[src/rtl/mem_stage.sv]
// mem_stage: memory-access pipeline stage between execute and writeback.
// Non-memory ops retire one cycle after acceptance. Loads and stores run a
// req/ack transaction on the data-memory port. While that transaction is open,
// in_ready is low and upstream is stalled.
// Optional feature macro: MEM_STAGE_MISALIGN_TRAP_EN. When it is defined, a
// memory op whose address has F_in[1:0] != 2'b00 is trapped with mem_fault
// and issues no request. When it is undefined, the low two address bits are
// forced to zero.
module mem_stage #(
   parameter int TIMEOUT_CYCLES = 15,
   parameter int ADDR_W         = 32
) (
   input  logic              clk,
   input  logic              reset,
   input  logic              in_valid,
   output logic              in_ready,
   input  logic [31:0]       F_in,
   input  logic [31:0]       B_in,
   input  logic [4:0]        DA_in,
   input  logic              RW_in,
   input  logic [1:0]        MD_in,
   input  logic              MW_in,
   input  logic              N_xor_V_in,
   output logic              mem_req,
   output logic              mem_we,
   output logic [ADDR_W-1:0] mem_addr,
   output logic [31:0]       mem_wdata,
   input  logic              mem_ack,
   input  logic [31:0]       mem_rdata,
   output logic [31:0]       F_out,
   output logic [31:0]       memData,
   output logic [4:0]        DA,
   output logic              RW,
   output logic [1:0]        MD,
   output logic              N_xor_V,
   output logic              out_valid,
   output logic              mem_fault
);

   localparam logic [0:0] IDLE   = 1'b0;
   localparam logic [0:0] ACCESS = 1'b1;

   // Counter value at which an unacknowledged access is abandoned.
   localparam logic [7:0] LAST_CNT = 8'(TIMEOUT_CYCLES - 1);

   logic [0:0]        state_r;
   logic [7:0]        count_r;

   // Op fields captured at acceptance and replayed on retirement.
   logic [31:0]       f_lat_r;
   logic [4:0]        da_lat_r;
   logic              rw_lat_r;
   logic [1:0]        md_lat_r;
   logic              nxv_lat_r;

   logic              accept_s;
   logic              is_mem_s;
   logic              misalign_s;
   logic              timeout_s;
   logic [ADDR_W-1:0] addr_s;

   // Handshake decode, address formation and timeout detection.
   always_comb begin
      in_ready  = (state_r == IDLE);
      accept_s  = in_valid & (state_r == IDLE);
      is_mem_s  = accept_s & ((MD_in == 2'b01) | MW_in);
      timeout_s = (count_r == LAST_CNT);
`ifdef MEM_STAGE_MISALIGN_TRAP_EN
      misalign_s = (F_in[1:0] != 2'b00);
      addr_s     = F_in[ADDR_W-1:0];
`else
      misalign_s = 1'b0;
      addr_s     = {F_in[ADDR_W-1:2], 2'b00};
`endif
   end

   // Stage state machine, memory port drive and writeback output registers.
   always_ff @(posedge clk) begin
      if (reset) begin
         state_r   <= IDLE;
         count_r   <= 8'd0;
         f_lat_r   <= 32'd0;
         da_lat_r  <= 5'd0;
         rw_lat_r  <= 1'b0;
         md_lat_r  <= 2'b00;
         nxv_lat_r <= 1'b0;
         F_out     <= 32'd0;
         memData   <= 32'd0;
         DA        <= 5'd0;
         RW        <= 1'b0;
         MD        <= 2'b00;
         N_xor_V   <= 1'b0;
         out_valid <= 1'b0;
         mem_fault <= 1'b0;
         mem_req   <= 1'b0;
         mem_we    <= 1'b0;
         mem_addr  <= '0;
         mem_wdata <= 32'd0;
      end else begin
         // Pulses drop by default. RW is only high alongside out_valid.
         out_valid <= 1'b0;
         mem_fault <= 1'b0;
         RW        <= 1'b0;
         case (state_r)
            IDLE: begin
               if (is_mem_s) begin
                  if (misalign_s) begin
                     out_valid <= 1'b1;
                     mem_fault <= 1'b1;
                  end else begin
                     f_lat_r   <= F_in;
                     da_lat_r  <= DA_in;
                     rw_lat_r  <= RW_in;
                     md_lat_r  <= MD_in;
                     nxv_lat_r <= N_xor_V_in;
                     mem_addr  <= addr_s;
                     mem_wdata <= B_in;
                     mem_we    <= MW_in;
                     mem_req   <= 1'b1;
                     count_r   <= 8'd0;
                     state_r   <= ACCESS;
                  end
               end else if (accept_s) begin
                  F_out     <= F_in;
                  DA        <= DA_in;
                  RW        <= RW_in;
                  MD        <= MD_in;
                  N_xor_V   <= N_xor_V_in;
                  memData   <= 32'd0;
                  out_valid <= 1'b1;
               end else begin
                  state_r <= IDLE;
               end
            end
            ACCESS: begin
               if (mem_ack) begin
                  // Read data is returned only when the op selects memory in writeback.
                  memData   <= (md_lat_r == 2'b01) ? mem_rdata : 32'd0;
                  F_out     <= f_lat_r;
                  DA        <= da_lat_r;
                  RW        <= rw_lat_r;
                  MD        <= md_lat_r;
                  N_xor_V   <= nxv_lat_r;
                  out_valid <= 1'b1;
                  mem_req   <= 1'b0;
                  mem_we    <= 1'b0;
                  state_r   <= IDLE;
               end else if (timeout_s) begin
                  memData   <= 32'd0;
                  out_valid <= 1'b1;
                  mem_fault <= 1'b1;
                  mem_req   <= 1'b0;
                  mem_we    <= 1'b0;
                  state_r   <= IDLE;
               end else begin
                  count_r <= count_r + 8'd1;
               end
            end
            default: begin
               mem_req <= 1'b0;
               mem_we  <= 1'b0;
               state_r <= IDLE;
            end
         endcase
      end
   end

endmodule

[config.mk]
export PLATFORM = sky130hd
export DESIGN_NAME = mem_stage
export DESIGN_NICKNAME = d
export VERILOG_FILES = /design/src/rtl/mem_stage.sv
export SDC_FILE = /design/constraint.sdc
export NUM_CORES = 1
export LEC_CHECK = 0
export ABC_CLOCK_PERIOD_IN_PS = 2890
export BUFFER_PORTS_ARGS = -buffer_cell sky130_fd_sc_hd__buf_2
export CORE_MARGIN = 8
export CORE_UTILIZATION = 52
export DETAILED_ROUTE_END_ITERATION = 8
export PLACE_DENSITY = 0.82
export SYNTH_ARGS = -nofsm -noshare
export SYNTH_HDL_FRONTEND = slang
export SYNTH_SLANG_ARGS = --single-unit
[constraint.sdc]
create_clock -name clk -period 2.89 [get_ports clk]
set_clock_uncertainty 0.1 [all_clocks]
set_input_delay 0.4335 -clock clk [delete_from_list [all_inputs] [get_ports clk]]
set_output_delay 0.4335 -clock clk [all_outputs]
set_load 0.02 [all_outputs]
# [After elaboration in Yosys (flattened, before gate mapping)]
# Index checks and enable logic that the tools add are counted.
# Widths: inputs -> output; s select.
[word_totals] ff_bits=189 latch_bits=0 mem_bits_rw=0 romBits=0 input_bits=110 out_inout_bits=142 mem_count=0
[classes] n_addsub=1 n_mul=0 div=0 n_lt_le_gt_ge=0 n_eq_ne=10 shifts=0 n_mux=47 n_bitwise=4 n_reduce_logical=5
[op_table] cell="$mux 32" count=8
[op_table] cell="$pmux 32 s2" count=2
[op_table] cell="$mux 8" count=3
[op_table] cell="$mux 1" count=18
[op_table] cell="$pmux 8 s2" count=1
[op_table] cell="$mux 5" count=3
[op_table] cell="$pmux 1 s2" count=7
[op_table] cell="$pmux 5 s2" count=1
[op_table] cell="$reduce_and 3->1" count=3
[op_table] cell="$add 8x1->8 const B" count=1
[op_table] cell="$eq 8x4->1 const B" count=1
[op_table] cell="$ne 2x2->1 const B" count=4
[op_table] cell="$mux 2" count=3
[op_table] cell="$eq 2x1->1 const B" count=2
[op_table] cell="$ne 2x1->1 const B" count=2
[op_table] cell="$pmux 2 s2" count=1
[op_table] cell="$reduce_and 2->1" count=2
[op_table] cell="$ne 3x2->1 const B" count=1
[op_table] cell="$and 1x1->1" count=2
[op_table] cell="$not 1->1" count=1
[op_table] cell="$or 1x1->1" count=1

# [Logic depth before layout (Yosys ltp)]
# Gate-level depths: netlist of run 1.
[logic_depth] word_depth=5 ltp_mapped=7

# [Least setup slack after synthesis of run 1]
# Ideal clock, no wire load.
[synth_timing] path_type="reg2reg" startpoint="register count_r[0]" endpoint="register memData[0]" setup_ns=0.060 arrival_time_ns=1.673 required_ns=2.730 path_slack_ns=1.057 path_stages_with_launch=8 path_buffers=1 path_cell_list="dfxtp_1 inv_1 ha_1 and3_1 and2_1 a211oi_2 buf_2 a22o_1"
[synth_between] elab_chain_cells=3
[synth_lines] item="from (decl)" line="47" rtl="logic [7:0] count_r;"
[synth_lines] item="from (signal assigned)" line="156" rtl="count_r <= count_r + 8'd1;"
[synth_lines] item="$eq 8x4->1" line="67" rtl="timeout_s = (count_r == LAST_CNT);"
[synth_lines] item="$ne 3x2->1 (no line)"
[synth_lines] item="$reduce_and 3->1 (no line)"
[synth_lines] item="to (signal assigned)" line="138" rtl="memData <= (md_lat_r == 2'b01) ? mem_rdata : 32'd0;"
[synth_lines] item="to (decl)" line="31" rtl="output logic [31:0] memData,"
# No other way between the ends.
# A chain may end at the register's enable or synchronous reset.

# [Worst setup path after layout of run 1]
[layout_timing] startpoint="register state_r" endpoint="register mem_wdata[1]"
[layout_between] elab_chain_cells=4
[layout_lines] item="from (decl)" line="46" rtl="logic [0:0] state_r;"
[layout_lines] item="from (signal assigned)" line="80" rtl="state_r <= IDLE;"
[layout_lines] item="from (signal assigned)" line="121" rtl="state_r <= ACCESS;"
[layout_lines] item="from (signal assigned)" line="132" rtl="state_r <= IDLE;"
[layout_lines] item="$not 1->1 (no line) (*)"
[layout_lines] item="$and 1x1->1" line="65" rtl="accept_s = in_valid & (state_r == IDLE);"
[layout_lines] item="$and 1x1->1" line="66" rtl="is_mem_s = accept_s & ((MD_in == 2'b01) | MW_in);"
[layout_lines] item="$reduce_and 2->1 (no line) (*)"
[layout_lines] item="to (signal assigned)" line="117" rtl="mem_wdata <= B_in;"
[layout_lines] item="to (decl)" line="27" rtl="output logic [31:0] mem_wdata,"
# Every way passes the cells marked *; elsewhere a longest branch is shown, timed or not.

==> summary.md, run 1 <==
| Metric | Value |
|---|---|
| Synth Instances | 677 |
| DR WL/cell | 16.7 um |
| Final Hold Viols | 0 |
| Total GRT Usage | 21.7% |
| Initial DRC count | 368 |
| Max Buffers Root-to-Sink | 2 |
| Layout area overhead | 29.0% |
| Max Slew Vio Count | 0 |
| IO buf count | 249 |
| Hold Crit Class | in2reg |
| Sum Neg Setup Slack | 0 ns |
| Hold Worst Slack | 0.123 ns |
| Worst skew pair latency | 0.42 ns |
| H-tree Lvls | 4 |
| # placed instances | 998 |
| Total power divided by cell area | 701 nW/um2 |
| Max_cap viols | 0 |
| Root buffer cell | clkbuf_16 |
| Hold Path Depth | 2 |
| Inserted Clock Buffers | 17 |
| Synth cell types | 38 |
| Seq cells post-synth | 159 |
| Die Y | 125 um |
| Yosys top cell by area | dfxtp_1 |
| Sequential area share after synthesis | 51.9% |
| WP data required | 3.13 ns |
| Reg-to-Reg Start | state_r$_SDFF_PP0_ |
| Synth top area cells | dfxtp_1 52%, nand2_1 9.1%, mux2i_1 6.7% |
| FMAX | 469 MHz |
| Routed WL | 17200 um |
| CTS tree | done |
| Core Area | 11500 um2 |
| Cts hold-fix bufs | 0 |
| First-pass GRT wire length | 27800 um |
| GRT overflow | 0 |
| Initial Util | 53.5% |
| Worst hold endpoint | memData[2]$_SDFFE_PP0P_ |
| Final Power | 5.54 mW |
| Syn. warnings | 0 |
| Post-synth ARST share | 0% |
| Setup Buffers After CTS | 0 |
| I/O pin cnt | 252 |
| HPWL after detailed placement | 12100 um |
| Worst relative slew slack | 53.1% |
| Worst Path Max Fanout | 61 |
| CTS resizes | 0 |
| EDFF count, synth | 0 |
| Worst vdd ir | 0.604 mV |
| Fin area | 7910 um2 |
| CP startpoint | state_r$_SDFF_PP0_ |
| Min-Delay Startpoint | mem_rdata[2] |
| Final period util | 73.9% |
| Pre-antenna DRT Iters | 5 |
| Slack of the worst reg-to-reg path | 0.76 ns |
| Antenna violations before repair | 1 |
| Via count | 5381 |
| Largest net degree at the start of global routing | 82 |
| Setup violations, final | 0 |
| Fin util | 69.0% |
| Placed inst area | 7250 um2 |
| Finished Layout Cells | 1030 |
| Layout cell share with drive strength beyond 1 | 33.7% |
| Worst Reg2Reg Path Length in Cells | 5 |
| Vias per cell | 5.22 |
| R2r endpoint | mem_wdata[1]$_SDFFE_PP0P_ |
| RSZ-0062 raised after global routing | false |
| Final #Nets | 986 |
| Critical Path End Type | register |
| Vias in the first global route | 5411 |
| Final WS setup | 0.756 ns |
| Primary FF master, synth | dfxtp_1 |
| Die width | 125 um |
| Clock transition at path regs | 0.06 ns |
| Syn Area/Cell | 9.06 um2 |
| Place WS | 0.685 ns |
| Ant diodes | 0 |
| Crit path launch type | register |
| Crit path time final | 2.13 ns |
| Placer Congestion | 0.799 |
| Routed Antenna Nets | 0 |
| TritonCTS Sinks | 159 |
| Yosys top cell area share | 51.9% |
| Die area | 15500 um2 |
| DRC viols | 0 |
| Least-Margin Pin Slew | 0.699 ns |
| Data arrival, critical path | 2.37 ns |
| Mapped Area | 6130 um2 |
| Outcome | completed |
| Number of cell rows | 39 |
| P_leak | 3.59 nW |
| Setup Crit Path Kind | reg2reg |
## layout make-up
cell class / count / area (um2)
Clock buffer: 22 / 474
Clock inverter: 10 / 183
Fill cell: 912 / 3560
Inverter: 3 / 11.3
Multi-Input combinational cell: 435 / 2520
Sequential cell: 159 / 3180
Tap cell: 143 / 179
Timing Repair Buffer: 258 / 1350
## report_power, final
| group | total [mW] | internal, mW | switching [mW] |
|---|---|---|---|
| Sequential | 2.38 | 2.31 | 0.0717 |
| Combinational | 0.699 | 0.257 | 0.442 |
| Clock | 2.46 | 1.60 | 0.865 |
| Total | 5.54 | 4.16 | 1.38 |
## how the worst max path moves through the flow
stage                                       to  cells past startpoint
global route        mem_wdata[17]$_SDFFE_PP0P_                      5
global placement     mem_wdata[3]$_SDFFE_PP0P_                      6
floorplan              memData[0]$_SDFFE_PP0P_                      7
CTS                  mem_wdata[1]$_SDFFE_PP0P_                      5
detailed placement    f_lat_r[17]$_SDFFE_PP0P_                      6
finish               mem_wdata[1]$_SDFFE_PP0P_                      5
## cell usage in the layout (no fill, tap or decap), types with 2 or more instances in the layout
| cell type | instances |
|---|---|
| a211oi_1 | 42 |
| nor3_1 | 4 |
| conb_1 | 2 |
| buf_4 | 7 |
| buf_12 | 3 |
| clkbuf_1 | 2 |
| nand3_1 | 5 |
| inv_1 | 2 |
| a21oi_1 | 78 |
| o21ai_0 | 5 |
| a22o_1 | 33 |
| dfxtp_1 | 158 |
| buf_2 | 248 |
| nor2b_1 | 3 |
| nor2_1 | 43 |
| clkbuf_16 | 17 |
| and3_1 | 5 |
| bufinv_16 | 5 |
| a211o_1 | 4 |
| ha_1 | 2 |
| nand2_1 | 148 |
| clkbuf_8 | 3 |
| clkinv_2 | 2 |
| clkinvlp_4 | 3 |
| mux2i_1 | 41 |
| and2_1 | 3 |
## worst max-delay path, stage by stage, from the launching register on
cell,delay (ns)
dfxtp_2,0.49
nor2b_1,0.44
o21a_2,0.44
buf_12,0.32
nand2_1,0.11
a21oi_1,0.14
## sequential cells by signal, summed over array words and instances, names as in the netlist, 2 cells and up
signal and cells:
DA 5, F_out 32, MD 2, count_r 8, da_lat_r 5, f_lat_r 31, md_lat_r 2, memData 32
mem_wdata 32
## cell usage after synthesis, drive strengths merged, types with 2 or more instances
library cell	count
buf	52
a211oi	43
nand2	148
ha	2
nor2	43
and3	5
a21oi	78
mux2i	41
clkbuf	29
a211o	4
nor3	5
dfxtp	159
o21ai	6
a22o	33
and2	3
nand3	5
nor2b	3
inv	3
## per-layer routing
layer / share of wire, % / up-vias / routed length (um) / GRT usage (%)
li1: - / 2698 / - / -
met1: 39 / 2460 / 6720 / 22.9
met2: 49 / 198 / 8380 / 36.6
met3: 11 / 23 / 1870 / 11.2
met4: 1.5 / 2 / 251 / 7.23
met5: 0.070 / - / 12 / 0
## cells by family after synthesis
kind of cell               Yosys count  synth area share (%)
adders and majority gates            2                 0.408
buffers and inverters               84                  7.43
xor gates and xnor gates             1                 0.143
DFF                                159                  51.9
muxes                               42                  6.88
AOI/OAI and AO/OA                  171                  18.8
other                                1                0.0612
and+or+nand+nor                    217                  14.4
Power figures use the tool's default switching activity.
==> run 2: changes to the inputs <==
- ABC_CLOCK_PERIOD_IN_PS: 2890 -> 2000
- CORE_UTILIZATION: 52 -> 48
- PLACE_DENSITY: 0.82 -> 0.77
- clock period: 2.89 -> 2 ns (I/O delays scaled with it)
==> run 2 against run 1 <==
Wire length rose by 5.4%. Critical path depth is 1 lower. Clock power is 22% higher. Flip-flop and latch count is the same. Total power up 36%. Sequential power rose by 44%. Fmax is 15% higher. Utilization is 2.2 points lower. Final cell count increased by 8.1%. Via count rose by 5.4%. First-iteration DRC count is 6.5% lower. Clock-buffer cell count unchanged. Highest routed layer is now met4.
==> summary.md, run 2 (synthesis results as in run 1) <==
| Metric | Value |
|---|---|
| Outcome | completed |
| Worst skew pair latency | 0.42 ns (about the same) |
| Setup violations, final | 0 (unchanged) |
| Max Slew Vio Count | 0 (unchanged) |
| Net Sw Power | 1.97 mW (+43%) |
| Die area | 16600 um2 (+7.2%) |
| IO buf count | 249 (unchanged) |
| Sw frac | 26.0% (+1.1 points) |
| Crit path launch type | register |
| P_leak | 3.80 nW (+5.9%) |
| CTS resizes | 0 (unchanged) |
| Die width | 129 um (+3.6%) |
| R2r endpoint | F_out[31]$_SDFFE_PP0P_ |
| Worst Reg2Reg Path Length in Cells | 4 (-1) |
| Clock transition at path regs | 0.06 ns (about the same) |
| Root buffer cell | clkbuf_16 |
| Fillers | 1009 (+11%) |
| WL met2 | 8740 um (+4.4%) |
| Metal3 WL | 1860 um (-0.43%) |
| Routed WL | 18200 um (+5.4%) |
| Die Y | 129 um (+3.6%) |
| FMAX | 538 MHz (+15%) |
| Sequential share of power | 45.3% (+2.4 points) |
| Routed Antenna Nets | 0 (unchanged) |
| Layout area overhead | 36.9% |
| Final #Nets | 1041 (+5.6%) |
| RSZ-0062 raised after global routing | false |
| Initial Util | 48.8% (-4.7 points) |
| DRC viols | 0 (unchanged) |
| Min-Delay Startpoint | B_in[29] |
| Vias per cell | 5.10 (-2.4%) |
| I/O pin cnt | 252 (unchanged) |
| Top flop regs | F_out (32), memData (32), mem_wdata (32) |
| Max_cap viols | 0 (unchanged) |
| H-tree Lvls | 4 (unchanged) |
| Int Power | 5.59 mW (+34%) |
| Final Hold Viols | 0 (unchanged) |
| Critical Path End Type | register |
| GRT overflow | 0 (unchanged) |
| Vias in the first global route | 5533 (+2.3%) |
| Footprint of the multi-input gates | 2520 um2 (unchanged) |
| HPWL after detailed placement | 12200 um (+0.83%) |
| Routed length on met1 | 7120 um (+6.0%) |
| Clock Power Share | 39.9% (-4.6 points) |
| Placer Congestion | 0.830 (+3.8%) |
| Final period util | 92.9% (+19 points) |
| Seq. cell area | 3180 um2 (unchanged) |
| Hold Path Depth | 3 (+1) |
| Top sig layer | met4 |
| Final WS setup | 0.143 ns (-0.613 ns) |
| Total power divided by cell area | 901 nW/um2 (+29%) |
| Via count | 5674 (+5.4%) |
| Place WS | 0.114 ns (-0.571 ns) |
| Core Area | 12600 um2 (+9.6%) |
| Worst vdd ir | 0.599 mV (-0.90%) |
| WP data required | 2.19 ns (-0.94 ns) |
| Max Buffers Root-to-Sink | 2 (unchanged) |
| Commonest non-fill, non-tap cells in the layout | 248 x buf_2, 158 x dfxtp_1, 148 x nand2_1 |
| Worst hold endpoint | mem_wdata[29]$_SDFFE_PP0P_ |
| Data arrival, critical path | 2.05 ns (-0.32 ns) |
| Inserted Clock Buffers | 17 (unchanged) |
| Number of cell rows | 41 (+5.1%) |
| Setup Crit Path Kind | reg2reg |
| Pre-antenna DRT Iters | 6 (+1) |
| Antenna violations before repair | 0 (-1) |
| Total GRT Usage | 21.6% (-0.15 points) |
| Initial DRC count | 344 (-6.5%) |
| Hold Crit Class | in2reg |
| Worst Path Max Fanout | 23 (-62%) |
| First-pass GRT wire length | 28200 um (+1.4%) |
| Slack of the worst reg-to-reg path | 0.14 ns (-0.61 ns) |
| Reg-to-Reg Start | state_r$_SDFF_PP0_ |
| Layout cell share with drive strength beyond 1 | 32.7% (-1.0 points) |
| Largest net degree at the start of global routing | 92 (+12%) |
| CTS tree | done |
| TritonCTS Sinks | 159 (unchanged) |
| Commonest non-fill, non-tap cell in the layout | buf_2 |
| Sum Neg Setup Slack | 0 ns (unchanged) |
| DR WL/cell | 16.3 um (-2.5%) |
| Crit path time final | 1.86 ns (-0.277 ns) |
| Combinational group share of total power | 14.8% (+2.2 points) |
## run 2: final cells by class
type	instances	share of cell area (%)
sequential	159	37.9
clock buffer	22	5.29
antenna	1	0.0298
timing repair buffer	313	22.9
clock inverter	8	1.10
multi-input combinational	435	30.1
inverter	3	0.134
tap	172	2.56
## run 2: repair_timing
| action | 4_1_cts | 5_1_grt |
|---|---|---|
| hold buffers | 42 | 0 |
| hold endpoints to repair | 42 | 0 |
| setup buffers | 0 | 0 |
## run 2: how the worst max path moves through the flow
stage,from,slack [ns],to
finish,state_r$_SDFF_PP0_,0.14,F_out[31]$_SDFFE_PP0P_
global route,count_r[0]$_SDFFE_PP0P_,0.05,count_r[4]$_SDFFE_PP0P_
CTS,state_r$_SDFF_PP0_,0.13,MD[0]$_SDFFE_PP0P_
detailed placement,MD_in[0],0.11,f_lat_r[16]$_SDFFE_PP0P_
global placement,state_r$_SDFF_PP0_,0.15,MD[0]$_SDFFE_PP0P_
floorplan,count_r[0]$_SDFFE_PP0P_,0.17,memData[0]$_SDFFE_PP0P_
## run 2: critical path, cell delays in order, from the launching register on
cell and delay, ns:
dfxtp_2 0.45, buf_4 0.31, buf_4 0.43, mux2i_1 0.30, a211oi_1 0.10
## run 2: power by group through the flow
stage | registers, mW | logic, mW | clock network, mW
2_1_floorplan | 3.63 | 0.535 | 0
3_3_place_gp | 3.49 | 1.04 | 0
3_5_place_dp | 3.49 | 1.06 | 0
4_1_cts | 3.43 | 1.13 | 3.07
5_1_grt | 3.45 | 1.22 | 3.20
6_report | 3.43 | 1.12 | 3.01
## run 2: stage by stage
step	cells	cell area (um2)	hold WS (ns)	utilization, %	total power, mW
after floorplan	678	6140	0.326	-	4.16
after global placement	1040	7440	0.338	59.2	4.53
after detailed placement	1040	7440	0.343	59.2	4.55
after CTS	1112	8390	0.000168	66.8	7.62
after global routing	1112	8390	0.00549	66.8	7.87
final	1113	8400	0.00914	66.8	7.56
## run 2: layer usage
layer	up-vias	GRT usage, %
li1	2816	-
met1	2588	23.8
met2	239	34.9
met3	31	9.74
met4	0	10.2
met5	-	0
==> run 3: changes to the inputs <==
- ABC_AREA: not set -> 1
- CORE_UTILIZATION: 48 -> 50
- PLACE_DENSITY: 0.77 -> 0.78
==> run 3 against run 2 <==
Setup slack better by 0.099 ns. Critical path depth down 1. Non-clock buffer count decreased by 47. First-iteration DRC count is 38% higher. Via count increased by 17%. Clock-buffer cell count up 1. Synthesized area grew 13%. Worst hold slack better by 0.013 ns. Global-route usage decreased by 0.68 points. Critical path type is now reg2out. Highest routed layer is now met5. Critical endpoint is now in_ready.
==> summary.md, run 3 <==
| Metric | Value |
|---|---|
| Syn Area/Cell | 6.90 um2 (-24%) |
| Layout cell share with drive strength beyond 1 | 26.2% (-6.5 points) |
| Antenna violations before repair | 2 (+2) |
| Seq. cell area | 3180 um2 (unchanged) |
| Synth Instances | 1008 (+49%) |
| Syn. warnings | 0 (unchanged) |
| RSZ-0062 raised after global routing | false |
| Fillers | 1291 (+28%) |
| Critical Path End Type | primary output |
| FMAX | 569 MHz (+5.6%) |
| H-tree Lvls | 4 (unchanged) |
| Final period util | 87.9% (-4.9 points) |
| Vias per cell | 4.75 (-6.7%) |
| Top post-synthesis cells by count | 257 x nor2_1, 159 x dfxtp_1, 151 x nand2_1 |
| Synth cell types | 26 (-32%) |
| Die area | 17900 um2 (+7.7%) |
| EDFF count, synth | 0 (unchanged) |
| Top flop regs | F_out (32), memData (32), mem_wdata (32) |
| WP data required | 1.60 ns (-0.59 ns) |
| Post-synth ARST share | 0% (unchanged) |
| Synth top area cells | dfxtp_1 46%, nor2_1 14%, o21ai_0 10% |
| Max Slew Vio Count | 0 (unchanged) |
| Inserted Clock Buffers | 17 (unchanged) |
| Vias in the first global route | 6250 (+13%) |
| Crit path time final | 1.76 ns (-0.0989 ns) |
| Root buffer cell | clkbuf_16 |
| Yosys top cell area share | 45.8% (-6.1 points) |
| Core Area | 13700 um2 (+9.2%) |
| Sum Neg Setup Slack | 0 ns (unchanged) |
| Routed WL | 18800 um (+3.8%) |
| Pre-antenna DRT Iters | 7 (+1) |
| Primary FF master, synth | dfxtp_1 |
| I/O pin cnt | 252 (unchanged) |
| CTS tree | done |
| Worst vdd ir | 0.581 mV (-3.0%) |
| HPWL after detailed placement | 13200 um (+8.1%) |
| Routed Antenna Nets | 0 (unchanged) |
| Clock transition at path regs | 0.06 ns (about the same) |
| Outcome | completed |
| P_leak | 4.65 nW (+22%) |
| Mapped Area | 6950 um2 (+13%) |
| Worst Reg2Reg Path Length in Cells | 9 (+5) |
| Hold Crit Class | in2reg |
| Setup Buffers After CTS | 0 (unchanged) |
| Seq cells post-synth | 159 (unchanged) |
| Most common cell in the netlist | nor2_1 |
| DRC viols | 0 (unchanged) |
| Die Y | 134 um (+3.8%) |
| Setup violations, final | 0 (unchanged) |
| First-pass GRT wire length | 30600 um (+8.6%) |
| GRT overflow | 0 (unchanged) |
| Data arrival, critical path | 1.36 ns (-0.69 ns) |
| Final Hold Viols | 0 (unchanged) |
| Max_cap viols | 0 (unchanged) |
| Max Buffers Root-to-Sink | 2 (unchanged) |
| Ant diodes | 0 (-1) |
| Crit path launch type | register |
| Worst skew pair latency | 0.42 ns (about the same) |
| IO buf count | 249 (unchanged) |
| TritonCTS Sinks | 159 (unchanged) |
| Place WS | 0.306 ns (+0.192 ns) |
| Fin util | 64.1% (-2.7 points) |
| Initial DRC count | 473 (+38%) |
| Total power divided by cell area | 997 nW/um2 (+11%) |
| Sequential area share after synthesis | 45.8% (-6.1 points) |
| Commonest non-fill, non-tap cell in the layout | nor2_1 |
| Final Power | 8.76 mW (+16%) |
| Placer Congestion | 0.842 (+1.5%) |
| Layout area overhead | 26.4% |
| Number of cell rows | 43 (+4.9%) |
| Initial Util | 50.7% (+1.9 points) |
| Commonest non-fill, non-tap cells in the layout | 257 x nor2_1, 249 x buf_2, 158 x dfxtp_1 |
| Worst Path Max Fanout | 11 (-52%) |
| Hold Path Depth | 3 (unchanged) |
| Footprint of the multi-input gates | 2790 um2 (+11%) |
| Yosys top cell by area | dfxtp_1 |
| DR WL/cell | 13.5 um (-17%) |
| Final WS setup | 0.242 ns (+0.0989 ns) |
| Die width | 134 um (+3.8%) |
| Total GRT Usage | 20.9% (-0.68 points) |
| Setup Crit Path Kind | reg2out |
| Final #Nets | 1315 (+26%) |
| Via count | 6637 (+17%) |
| Largest net degree at the start of global routing | 76 (-17%) |
==> run 3: worst max-delay path, cell delays in order (launching register included) <==
cell     delay, ns
dfxtp_2       0.48
inv_1         0.10
buf_4         0.19
buf_2         0.17
==> run 3: routing by layer <==
metal | part of all wire, % | global-route usage (%) | vias to the layer above
met5 | 0.11 | 0 | -
met4 | 1.5 | 6.67 | 4
met3 | 7.9 | 8.12 | 25
met2 | 50 | 35.2 | 177
met1 | 41 | 23.8 | 2981
li1 | - | - | 3450
==> run 3: final timing paths <==
check	start	slack, ns	endpoint
worst min-delay path	F_in[12]	0.02	f_lat_r[12]$_SDFFE_PP0P_
worst max register to register	count_r[0]$_SDFFE_PP0P_	0.29	memData[28]$_SDFFE_PP0P_
worst max-delay path	state_r$_SDFF_PP0_	0.24	in_ready
worst min register to register	md_lat_r[0]$_SDFFE_PP0P_	0.37	md_lat_r[0]$_SDFFE_PP0P_
==> run 3: cells by family (layout without fill, tap and decap cells) <==
logic type	after synthesis	count (layout)	share of synthesized area, %
buffers and inverters	207	414	14.3
and+or+nand+nor	442	442	25.1
DFF	159	159	45.8
adders and majority gates	2	2	0.360
other	1	2	0.0539
AOI/OAI and AO/OA	197	197	14.5
==> run 3: per-stage QoR <==
step           cells  cell area, um2  hold slack [ns]
3_5_place_dp    1363            8090            0.353
4_1_cts         1396            8790          0.00174
6_report        1396            8790           0.0219
5_1_grt         1396            8790          0.00844
2_1_floorplan   1009            6960            0.279
3_3_place_gp    1363            8090            0.348
==> run 3: area by class of cell <==
class / count / area share [%]
timing repair buffer: 266 / 16.7
tap: 180 / 2.56
clock buffer: 23 / 5.55
sequential: 159 / 36.2
multi-input combinational: 643 / 31.7
inverter: 116 / 4.97
clock inverter: 9 / 2.31
==> run 3: timing repair <==
action	4_1_cts	5_1_grt
hold buffers	1	0
hold endpoints to repair	1	0
gates resized for setup	0	0
==> run 3: report_power, final <==
group	switching (mW)	total, mW	internal (mW)
registers	0.135	3.56	3.43
clock network	1.27	3.75	2.48
logic	0.946	1.44	0.497
